==> src/rtl/sipo_load_ctrl.sv <==
// Serializes a parallel word LSB-first into an external SIPO register, then captures
// the SIPO's parallel output and returns it with a mismatch flag over valid/ready.
module sipo_load_ctrl #(
  parameter int unsigned WIDTH = 4
) (
  input  logic             clk,
  input  logic             rst,
  input  logic             in_valid,
  output logic             in_ready,
  input  logic [WIDTH-1:0] in_data,
  input  logic             stall,
  output logic             serial_a,
  output logic             shift_a,
  input  logic [WIDTH-1:0] sipo_data,
  output logic             out_valid,
  input  logic             out_ready,
  output logic [WIDTH-1:0] out_data,
  output logic             mismatch,
  output logic             busy
);

  localparam int unsigned CW = $clog2(WIDTH);
  localparam logic [CW-1:0] LAST = CW'(WIDTH - 1);

  typedef enum logic [1:0] {
    IDLE  = 2'd0,
    SHIFT = 2'd1,
    CAPT  = 2'd2,
    HOLD  = 2'd3
  } state_t;

  state_t           state;
  logic [WIDTH-1:0] shift_buf;
  logic [WIDTH-1:0] orig;
  logic [CW-1:0]    cnt;

  always_ff @(posedge clk) begin
    if (rst) begin
      state     <= IDLE;
      shift_buf <= '0;
      orig      <= '0;
      cnt       <= '0;
      out_data  <= '0;
      out_valid <= 1'b0;
      mismatch  <= 1'b0;
    end else begin
      case (state)
        IDLE: begin
          if (in_valid) begin
            shift_buf <= in_data;
            orig      <= in_data;
            cnt       <= '0;
            state     <= SHIFT;
          end
        end
        SHIFT: begin
          if (!stall) begin
            shift_buf <= shift_buf >> 1;
            // Last bit leaves the counter at zero so it never reaches WIDTH.
            if (cnt == LAST) begin
              cnt   <= '0;
              state <= CAPT;
            end else begin
              cnt <= cnt + 1'b1;
            end
          end
        end
        CAPT: begin
          out_data  <= sipo_data;
          mismatch  <= (sipo_data != orig);
          out_valid <= 1'b1;
          state     <= HOLD;
        end
        HOLD: begin
          if (out_ready) begin
            out_valid <= 1'b0;
            state     <= IDLE;
          end
        end
        default: state <= IDLE;
      endcase
    end
  end

  // shift_a also gated by rst so the SIPO cannot move in the cycle reset is first seen.
  assign in_ready = (state == IDLE);
  assign busy     = (state != IDLE);
  assign serial_a = (state == SHIFT) & shift_buf[0];
  assign shift_a  = (state == SHIFT) & ~stall & ~rst;

endmodule

==> config.mk <==
export PLATFORM = sky130hd
export DESIGN_NAME = sipo_load_ctrl
export DESIGN_NICKNAME = d
export VERILOG_FILES = /design/src/rtl/sipo_load_ctrl.sv
export SDC_FILE = /design/constraint.sdc
export NUM_CORES = 1
export LEC_CHECK = 0
export ABC_CLOCK_PERIOD_IN_PS = 1600
export CAP_MARGIN = 20
export CORE_AREA = 2 2 51 53
export CTS_BUF_LIST = sky130_fd_sc_hd__clkbuf_8
export DETAILED_ROUTE_END_ITERATION = 8
export DIE_AREA = 0 0 53 55
export GPL_TIMING_DRIVEN = 0
export PLACE_DENSITY = 0.65
export SLEW_MARGIN = 20
export SYNTH_ARGS = -nofsm -noshare
export SYNTH_HDL_FRONTEND = slang
export SYNTH_SLANG_ARGS = --single-unit
==> constraint.sdc <==
create_clock -name clk -period 1.6 [get_ports clk]
set_input_delay 0.32 -clock clk [delete_from_list [all_inputs] [get_ports clk]]
set_output_delay 0.32 -clock clk [all_outputs]
set_load 0.05 [all_outputs]
==> results of run 1 <==
## registers in the layout, indices dropped and copies added, names as in the netlist
signal     cells
out_data       4
shift_buf      4
state          2
cnt            2
out_valid      1
mismatch       1
orig           4
## logic make-up after synthesis
| logic type | after synthesis |
|---|---|
| AOI/OAI and AO/OA | 15 |
| xor gates and xnor gates | 1 |
| adders and majority gates | 7 |
| buffers and inverters | 12 |
| DFF | 18 |
| muxes | 11 |
| and+or+nand+nor | 35 |
## final timing paths
kind / endpoint / cells after the start
min: orig[1]$_SDFFE_PP0P_ / 2
max reg2reg: shift_buf[2]$_SDFFE_PP0P_ / 8
max: shift_a / 5
min reg2reg: orig[1]$_SDFFE_PP0P_ / 2
## cells in the final DEF, fill, tap and decap left out, types with 2 or more instances in the layout
master,instances
buf_4,11
dlygate4sd2_1,7
dfxtp_1,16
nor2b_1,2
nand2_1,6
ha_1,4
nand3_1,4
inv_4,2
nor2_1,15
a211oi_1,4
clkbuf_1,2
mux2i_1,11
buf_6,2
a21oi_1,5
inv_1,5
ha_4,2
clkbuf_8,4
clkdlybuf4s50_1,9
and2_1,2
## metal layers
metal	global-route usage, %	share of wire [%]	vias to the layer above
li1	-	-	403
met1	19.41	44	381
met2	28.75	51	12
met3	2.688	3.2	4
met4	6.410	1.2	0
met5	0	0	-
## through the flow
step	util, %	worst slack (ns)	hold WS, ns	total power, uW
after global routing	57.51	-0.03640	0.4986	3148
final	57.51	0.006422	0.4721	2965
after CTS	56.35	-0.06457	0.4716	2947
after global placement	50.05	-0.5946	0.4518	2104
after floorplan	-	-0.01348	0.4363	1827
after detailed placement	50.05	-0.5961	0.4616	2151
## worst max-delay path, delay by kind of cell (launching register included)
family        cells  cell delay, ns
simple gates      1            0.19
buf+inv           3            0.37
flops             1            0.33
fa+ha+maj         1            0.13
## timing repair
item | CTS | global route
pin swaps | 1 | 2
gates cloned | 1 | 0
endpoints found under the setup margin | 16 | 10
setup buffers | 8 | 2
resized for setup | 33 | 7
## cell type report
type                            instances  area (um2)  area share [%]
Tap cell                               30       37.54           2.760
Inverter                                7       31.28           2.300
Buffer                                  3       18.77           1.380
Timing Repair Buffer                   31       301.5           22.17
Clock buffer                            4       55.05           4.048
Sequential cell                        18       365.4           26.86
Multi-Input combinational cell         69       550.5           40.48
## where the power goes
group	internal, uW	switching, uW
Sequential	602	98.2
Combinational	928	965
Clock	219	154
==> impl_metrics.csv, run 1 <==
group,metric,value,unit
synthesis,synth.distinct_cells,24,
global_routing,first_global_vias,773,
synthesis,synthesis.area,907.1,um2
clock_tree,cts.sinks,18,
route,drt-pass1-iter-count,4,
synthesis,synthMuxAreaShare,12.14,%
critical_path,crit_required,1.28,ns
synthesis,yosys.area.top_type_share,39.72,%
critical_path,endpoint_kind,"output port",
placed_design,gp_congestion,0.6892,
timing,hold_violations,0,
timing,max_slew_margin,61.95,%
synthesis,synth_common_cells,"18 x dfxtp_1, 16 x nor2_1, 11 x mux2i_1",
synthesis,synth-seq-cells,18,
critical_path,startpoint,"state[1]$_SDFFE_PP0P_",
floorplan,initial_core_util,38.36,%
power_and_ir_drop,ir_drop,0.001220,V
critical_path,max_stage_delay,0.33,ns
final_layout,nFillCells,223,
route,drt_wl_total,2.079,mm
global_routing,grtUsageTotal,16.13,%
timing,drv_slew,0,
clock_tree,cts_buffer_depth,2,
timing,clock_skew,0.002988,ns
power_and_ir_drop,leakagePower,0.0005998,uW
final_layout,n_antenna_cell,0,
critical_path,cp_common_cell,"buf_6",
clock_tree,clk_latency,0.25,ns
floorplan,ios,23,
placed_design,io_buffers,21,
global_routing,grt-ovfl-total,0,
synthesis,yosysWarnings,0,
placed_design,dpl.hpwl,1.375,mm
timing,rsz0062_at_grt,"yes",
clock_tree,cts_tree,"built",
synthesis,yosysTopAreaCell,"dfxtp_1",
critical_path,r2r_start,"state[0]$_SDFFE_PP0P_",
clock_tree,numCtsBuffers,3,
synthesis,synth_xor_area_share,0.9655,%
synthesis,synth_edf_count,0,
synthesis,ys_async_sr_fraction,0,%
route,drt-wirelength-per-cell,12.83,um
global_routing,grt_first_pass_wirelength,3.387,mm
critical_path,regToRegSetupSlack,0.06,ns
floorplan,fp.dieW,53,um
synthesis,netlist_top_cells_area,"dfxtp_1 40%, mux2i_1 12%, ha_1 9.7%, nor2_1 6.6%, a211oi_1 4.1%",
final_layout,instances_no_fill,162,
floorplan,coreArea,0.002365,mm2
power_and_ir_drop,powerDensity,2180,mW/mm2
global_routing,grt_start_max_net_pins,11,
timing,setup_viol,0,
synthesis,synth_most_common_cell,"dfxtp_1",
synthesis,synth-main-ff-cell,"dfxtp_1",
route,ant_nets,0,
route,drt_first_iter_violations,9,
synthesis,yosys.area_share.simple,18.48,%
critical_path,slowest_stage,"dfxtp_2",
critical_path,cp_max_fo,4,
timing,tightest_slew,0.5707,ns
synthesis,synth-compound-area-share,13.10,%
final_layout,area_growth_syn_to_layout,49.93,%
route,via_count,800,
floorplan,die-area,0.002915,mm2
status,status,"finished clean",
critical_path,crit_path_start_kind,"flop",
route,route.detailed.drc,0,
min_path,hold_path_startpoint,"orig[1]$_SDFFE_PP0P_",
synthesis,avgSynthCellArea,9.163,um2
final_layout,drive_gt1_share,24.24,%
floorplan,die_y,55,um
critical_path,arrival,1.27,ns
placed_design,dp.cells,150,
final_layout,final_nets,153,
timing,tns,0,ns
timing,post-route-min-period,1.594,ns
global_routing,antenna_found_initial,0,
clock_tree,htree_levels,1,
synthesis,synthCells,99,
timing,timing.fmax,627.5,MHz
timing,period_share,99.60,%
min_path,hold_path.class,"flop to flop",
synthesis,ys_seq_area_share,39.72,%
clock_tree,clk_pin_slew_worst_paths,0.07,ns
route,vias_per_cell,4.938,
final_layout,stdcell_area,0.001360,mm2
synthesis,synth_fa_ha_area_share,9.655,%
floorplan,row_count,18,
critical_path,worstPathCellList,"inv_4 > ha_4 > buf_6 > nor3b_4 > buf_6",
job,drv_cap,0,
clock_tree,holdBufCountCts,0,
clock_tree,root_buffer,"clkbuf_8",
critical_path,worst-setup-path-type,"flop to output port",
synthesis,synth_top_family_by_area,"simple AND/OR/NAND/NOR gates",
synthesis,syn_nets,119,
placed_design,postPlaceCellArea,0.001184,mm2
Note: power is estimated with default switching activity, not from simulation.
==> inputs of run 2 (changes only) <==
--- a/config.mk
+++ b/config.mk
@@ -7,12 +7,13 @@
 export LEC_CHECK = 0
 export ABC_CLOCK_PERIOD_IN_PS = 1600
 export CAP_MARGIN = 20
-export CORE_AREA = 2 2 51 53
+export CORE_AREA = 2 2 48 50
 export CTS_BUF_LIST = sky130_fd_sc_hd__clkbuf_8
 export DETAILED_ROUTE_END_ITERATION = 8
-export DIE_AREA = 0 0 53 55
+export DIE_AREA = 0 0 50 52
 export GPL_TIMING_DRIVEN = 0
-export PLACE_DENSITY = 0.65
+export PLACE_DENSITY = 0.73
+export SKIP_LAST_GASP = 1
 export SLEW_MARGIN = 20
 export SYNTH_ARGS = -nofsm -noshare
 export SYNTH_HDL_FRONTEND = slang
==> run 2 against run 1 <==
  * The run now ends with negative setup slack left
  * Clock power decreased by 3%
  * Worst setup slack got worse by 0.045 ns
  * First-iteration DRC count increased by 44%
  * Largest power group unchanged
  * Largest cell class unchanged
  * Critical path depth unchanged
  * Sequential power increased by 1%
==> impl_metrics.csv, run 2 (synthesized netlist as in run 1, its figures left out) <==
group,metric,value,unit
status,status,"complete, but fails checks",
status,violations,"negative setup slack",
placed_design,io_buffers,21,
route,drt-pass1-iter-count,4,
job,drv_cap,0,
final_layout,nFillCells,196,
timing,drv_slew,0,
global_routing,grt_start_max_net_pins,11,
critical_path,crit_required,1.28,ns
route,ant_nets,0,
floorplan,initial_core_util,43.08,%
timing,setup_viol,4,
critical_path,slowest_stage,"dfxtp_2",
floorplan,die_y,52,um
final_layout,seqCellArea,365.4,um2
route,drt_first_iter_violations,13,
timing,hold_violations,0,
timing,rsz0062_at_grt,"yes",
final_layout,area_growth_syn_to_layout,44.28,%
power_and_ir_drop,ir_drop,0.001255,V
clock_tree,root_buffer,"clkbuf_8",
placed_design,dpl.hpwl,1.408,mm
timing,clock_skew,0.001090,ns
min_path,hold_path.class,"flop to flop",
clock_tree,htree_levels,1,
floorplan,fp.dieW,50,um
final_layout,top_regs,"orig: 4 flops, out_data: 4 flops, shift_buf: 4 flops",
route,drt-wirelength-per-cell,13.25,um
floorplan,coreArea,0.002106,mm2
critical_path,cp_max_fo,7,
critical_path,worstPathCellList,"inv_4 > ha_2 > buf_6 > nor3b_4 > buf_6",
timing,setup_ws,-0.03903,ns
timing,tns,-0.1183,ns
final_layout,multiInputGateArea,548.0,um2
critical_path,max_stage_delay,0.34,ns
timing,max_slew_margin,58.31,%
final_layout,layout_commonest_cell,"dfxtp_1",
timing,post-route-min-period,1.639,ns
final_layout,n_antenna_cell,0,
timing,timing.fmax,610.1,MHz
clock_tree,clk_latency,0.24,ns
placed_design,gp_congestion,0.7576,
power_and_ir_drop,finalPower,2790,uW
critical_path,endpoint_kind,"output port",
timing,period_share,102.4,%
critical_path,regToRegSetupSlack,-0.03,ns
clock_tree,numCtsBuffers,3,
global_routing,first_global_vias,720,
route,via_count,778,
critical_path,crit_path_start_kind,"flop",
route,vias_per_cell,4.987,
global_routing,grt-ovfl-total,0,
clock_tree,clk_pin_slew_worst_paths,0.07,ns
critical_path,cp_common_cell,"buf_6",
clock_tree,cts.sinks,18,
route,drt_wl_total,2.067,mm
global_routing,antenna_found_initial,0,
power_and_ir_drop,powerDensity,2132,mW/mm2
timing,tightest_slew,0.6254,ns
critical_path,arrival,1.32,ns
global_routing,grt_first_pass_wirelength,3.160,mm
global_routing,grtUsageTotal,16.25,%
floorplan,row_count,17,
floorplan,ios,23,
final_layout,final_nets,149,
floorplan,die-area,0.002600,mm2
critical_path,worst-setup-path-type,"flop to output port",
final_layout,drive_gt1_share,22.66,%
route,route.detailed.drc,0,
power_and_ir_drop,leakagePower,0.0005669,uW
clock_tree,cts_tree,"built",
final_layout,instances_no_fill,156,
timing,hold_ws,0.4727,ns
placed_design,dp.cells,148,
final_layout,mostFrequentLayoutCells,"16 x dfxtp_1, 14 x nor2_1, 11 x mux2i_1, 11 x clkdlybuf4s50_1",
clock_tree,cts_buffer_depth,2,
run 2: timing repair:
action / CTS / global route
pin swaps: 1 / 2
buffers inserted: 3 / 3
gates resized for setup: 31 / 11
hold buffers: 0 / 0
endpoints found under the setup margin: 16 / 7
run 2: critical path: cells and delay by family (launching register included):
kind / cells / cell delay, ns
buffers and inverters: 3 / 0.38
DFF: 1 / 0.34
and+or+nand+nor: 1 / 0.18
adders and majority gates: 1 / 0.18
run 2: layout make-up:
cell class / count / share of cell area [%]
multi-input cells: 69 / 41.87
flip-flops and latches: 18 / 27.92
repair buffers: 27 / 19.50
clock buffers: 4 / 4.206
well taps: 28 / 2.677
inverters: 7 / 2.390
plain buffers: 3 / 1.434
run 2: layer usage:
metal | GRT usage [%] | up-vias | wire length [um]
li1 | - | 393 | -
met1 | 18.29 | 374 | 876
met2 | 31.14 | 9 | 1135
met3 | 2.874 | 2 | 42
met4 | 4.167 | 0 | 12
met5 | 0 | - | 0
run 2: where the power goes:
group,leakage [uW],total [uW],internal [uW],switching [uW]
combinational,0.000390,1720,772,947
sequential,0.000148,710,602,108
clock,0.0000288,361,218,143
total,0.000567,2790,1590,1200
run 2: final timing paths:
path,from,to,cells past startpoint
worst max-delay path,state[1]$_SDFFE_PP0P_,shift_a,5
worst min-delay path,orig[2]$_SDFFE_PP0P_,orig[2]$_SDFFE_PP0P_,2
worst max register to register,state[1]$_SDFFE_PP0P_,shift_buf[3]$_SDFFE_PP0P_,8
worst min register to register,orig[2]$_SDFFE_PP0P_,orig[2]$_SDFFE_PP0P_,2
run 2: stage by stage:
step	cell area, um2	setup slack, ns	util [%]
after detailed placement	1181	-0.5905	56.09
after global routing	1309	-0.1006	62.15
after CTS	1259	-0.09328	59.77
after floorplan	935.9	-0.01348	-
final	1309	-0.03903	62.15
after global placement	1181	-0.5819	56.09
==> inputs of run 3 (changes only) <==
==> config.mk (replaced) <==
export PLATFORM = sky130hd
export DESIGN_NAME = sipo_load_ctrl
export DESIGN_NICKNAME = d
export VERILOG_FILES = /design/src/rtl/sipo_load_ctrl.sv
export SDC_FILE = /design/constraint.sdc
export NUM_CORES = 1
export LEC_CHECK = 0
export ABC_CLOCK_PERIOD_IN_PS = 2100
export CAP_MARGIN = 20
export CORE_AREA = 2 2 45 47
export CTS_BUF_LIST = sky130_fd_sc_hd__clkbuf_8
export DETAILED_ROUTE_END_ITERATION = 8
export DIE_AREA = 0 0 47 49
export GPL_TIMING_DRIVEN = 0
export PLACE_DENSITY = 0.79
export SKIP_LAST_GASP = 1
export SLEW_MARGIN = 15
export SYNTH_ARGS = -nofsm -noshare
export SYNTH_HDL_FRONTEND = slang
export SYNTH_SLANG_ARGS = --single-unit
==> constraint.sdc (replaced) <==
create_clock -name clk -period 2.1 [get_ports clk]
set_input_delay 0.42 -clock clk [delete_from_list [all_inputs] [get_ports clk]]
set_output_delay 0.42 -clock clk [all_outputs]
set_load 0.05 [all_outputs]
==> run 3 against run 2 <==
  * The run now ends clean
  * Sequential power fell by 27%
  * Clock skew rose by 0.0024 ns
  * Non-clock buffer count fell by 4
  * Final cell count fell by 3.8%
  * Hold slack barely moved
==> impl_metrics.csv, run 3 (synthesized netlist as in run 1, its figures left out) <==
group,metric,value,unit
timing,drv_slew,0,
clock_tree,cts.sinks,18,
final_layout,n_antenna_cell,0,
floorplan,coreArea,0.001842,mm2
critical_path,path_buf_inv,3,
timing,tightest_slew,0.4946,ns
route,ant_nets,0,
clock_tree,htree_levels,1,
clock_tree,cts_setup_buffers,0,
global_routing,grt_start_max_net_pins,11,
floorplan,die_y,49,um
route,via_count,766,
floorplan,die-area,0.002303,mm2
clock_tree,clk_pin_slew_worst_paths,0.06,ns
clock_tree,cts_buffer_depth,2,
timing,max_slew_margin,66.93,%
timing,clock_skew,0.003485,ns
route,drt_wl_total,1.692,mm
floorplan,fp.dieW,47,um
final_layout,layout_commonest_cell,"dfxtp_1",
critical_path,worst-setup-path-type,"flop to output port",
timing,setup_ws,0.1082,ns
critical_path,cp_max_fo,9,
global_routing,first_global_vias,689,
timing,hold_violations,0,
final_layout,drive_gt1_share,8.943,%
placed_design,postPlaceCellArea,0.001156,mm2
critical_path,ff2ff_path_depth,7,
global_routing,grtUsageTotal,16.87,%
clock_tree,cts_tree,"built",
timing,post-route-min-period,1.992,ns
clock_tree,clk_latency,0.25,ns
critical_path,endpoint_kind,"output port",
critical_path,r2r_start,"state[0]$_SDFFE_PP0P_",
placed_design,dpl.hpwl,1.339,mm
min_path,hold_path.class,"flop to flop",
floorplan,ios,23,
final_layout,top_regs,"orig: 4 flops, out_data: 4 flops, shift_buf: 4 flops",
final_layout,final_nets,145,
route,vias_per_cell,5.107,
placed_design,post-place-ws,-0.2517,ns
route,route.detailed.drc,0,
critical_path,path_depth,5,
critical_path,max_stage_delay,0.34,ns
critical_path,regToRegSetupSlack,0.22,ns
critical_path,endpoint,"shift_a",
job,drv_cap,0,
placed_design,io_buffers,21,
final_layout,area_growth_syn_to_layout,30.62,%
power_and_ir_drop,finalPower,1762,uW
timing,rsz0062_at_grt,"no",
critical_path,worstPathCellList,"inv_1 > ha_1 > buf_2 > nor3b_2 > clkbuf_2",
power_and_ir_drop,ir_drop,0.0009690,V
route,drt-wirelength-per-cell,11.28,um
clock_tree,root_buffer,"clkbuf_8",
final_layout,mostFrequentLayoutCells,"18 x dfxtp_1, 17 x clkdlybuf4s50_1, 16 x nor2_1",
timing,setup_viol,0,
route,drt_first_iter_violations,10,
critical_path,crit_required,1.68,ns
final_layout,stdcell_area,0.001185,mm2
critical_path,critical-path-top-delay-family,"buffers and inverters",
global_routing,grt_first_pass_wirelength,2.822,mm
critical_path,reg2reg_to,"cnt[0]$_SDFFE_PP0P_",
status,status,"finished clean",
power_and_ir_drop,leakagePower,0.0004906,uW
placed_design,gp_congestion,0.7844,
power_and_ir_drop,powerDensity,1487,mW/mm2
critical_path,crit_path_start_kind,"flop",
timing,period_share,94.85,%
critical_path,startpoint,"state[1]$_SDFFE_PP0P_",
global_routing,antenna_found_initial,0,
floorplan,row_count,16,
clock_tree,numCtsBuffers,3,
critical_path,slowest_stage,"dfxtp_1",
global_routing,grt-ovfl-total,0,
route,drt-pass1-iter-count,4,
final_layout,nFillCells,171,
timing,timing.fmax,502.1,MHz
critical_path,arrival,1.57,ns
floorplan,initial_core_util,49.25,%
-- run 3: worst min-delay path by stage --
stage	from	to	depth (start not counted)
6_report	orig[1]$_SDFFE_PP0P_	orig[1]$_SDFFE_PP0P_	2
3_5_place_dp	orig[1]$_SDFFE_PP0P_	orig[1]$_SDFFE_PP0P_	2
3_3_place_gp	orig[1]$_SDFFE_PP0P_	orig[1]$_SDFFE_PP0P_	2
2_1_floorplan	orig[1]$_SDFFE_PP0P_	orig[1]$_SDFFE_PP0P_	2
4_1_cts	orig[1]$_SDFFE_PP0P_	orig[1]$_SDFFE_PP0P_	2
5_1_grt	orig[1]$_SDFFE_PP0P_	orig[1]$_SDFFE_PP0P_	2
-- run 3: where the power goes --
part           internal [uW]  switching [uW]  total (uW)
clock network            127             102         229
registers                450            67.2         517
logic                    400             616        1020
total                    977             785        1760
-- run 3: final cells by class --
cell class | instances | area [um2] | area share (%)
timing repair buffer | 21 | 197.7 | 16.68
tap | 27 | 33.78 | 2.851
clock buffer | 3 | 41.29 | 3.485
sequential | 18 | 360.3 | 30.41
buffer | 5 | 27.53 | 2.323
inverter | 7 | 26.28 | 2.218
multi-input combinational | 69 | 498.0 | 42.03
-- run 3: metrics by stage --
stage | instances | utilization, % | hold WS [ns] | TNS, ns
2_1_floorplan | 99 | - | 0.4363 | 0
3_3_place_gp | 147 | 62.77 | 0.4469 | -0.2557
3_5_place_dp | 147 | 62.77 | 0.4626 | -0.2724
4_1_cts | 150 | 64.81 | 0.4715 | -0.1482
5_1_grt | 150 | 64.33 | 0.4914 | 0
6_report | 150 | 64.33 | 0.4727 | 0
-- run 3: what timing repair did --
action | in CTS | in global routing
hold buffers | 0 | 0
resized for setup | 5 | 3
gates cloned | 0 | 0
endpoints found under the setup margin | 4 | 2
-- run 3: routing by layer --
metal | vias to the layer above | routed length, um | GRT usage [%] | part of all wire, %
li1 | 384 | - | - | -
met1 | 353 | 735 | 20.56 | 43
met2 | 25 | 828 | 27.17 | 49
met3 | 4 | 89 | 3.333 | 5.3
met4 | 0 | 38 | 8.333 | 2.2
met5 | - | 0 | 0 | 0
-- run 3: worst min-delay path, stage by stage, from the launching register on --
cell and delay [ns]:
dfxtp_1 0.32, nand2_1 0.06, a21oi_1 0.05
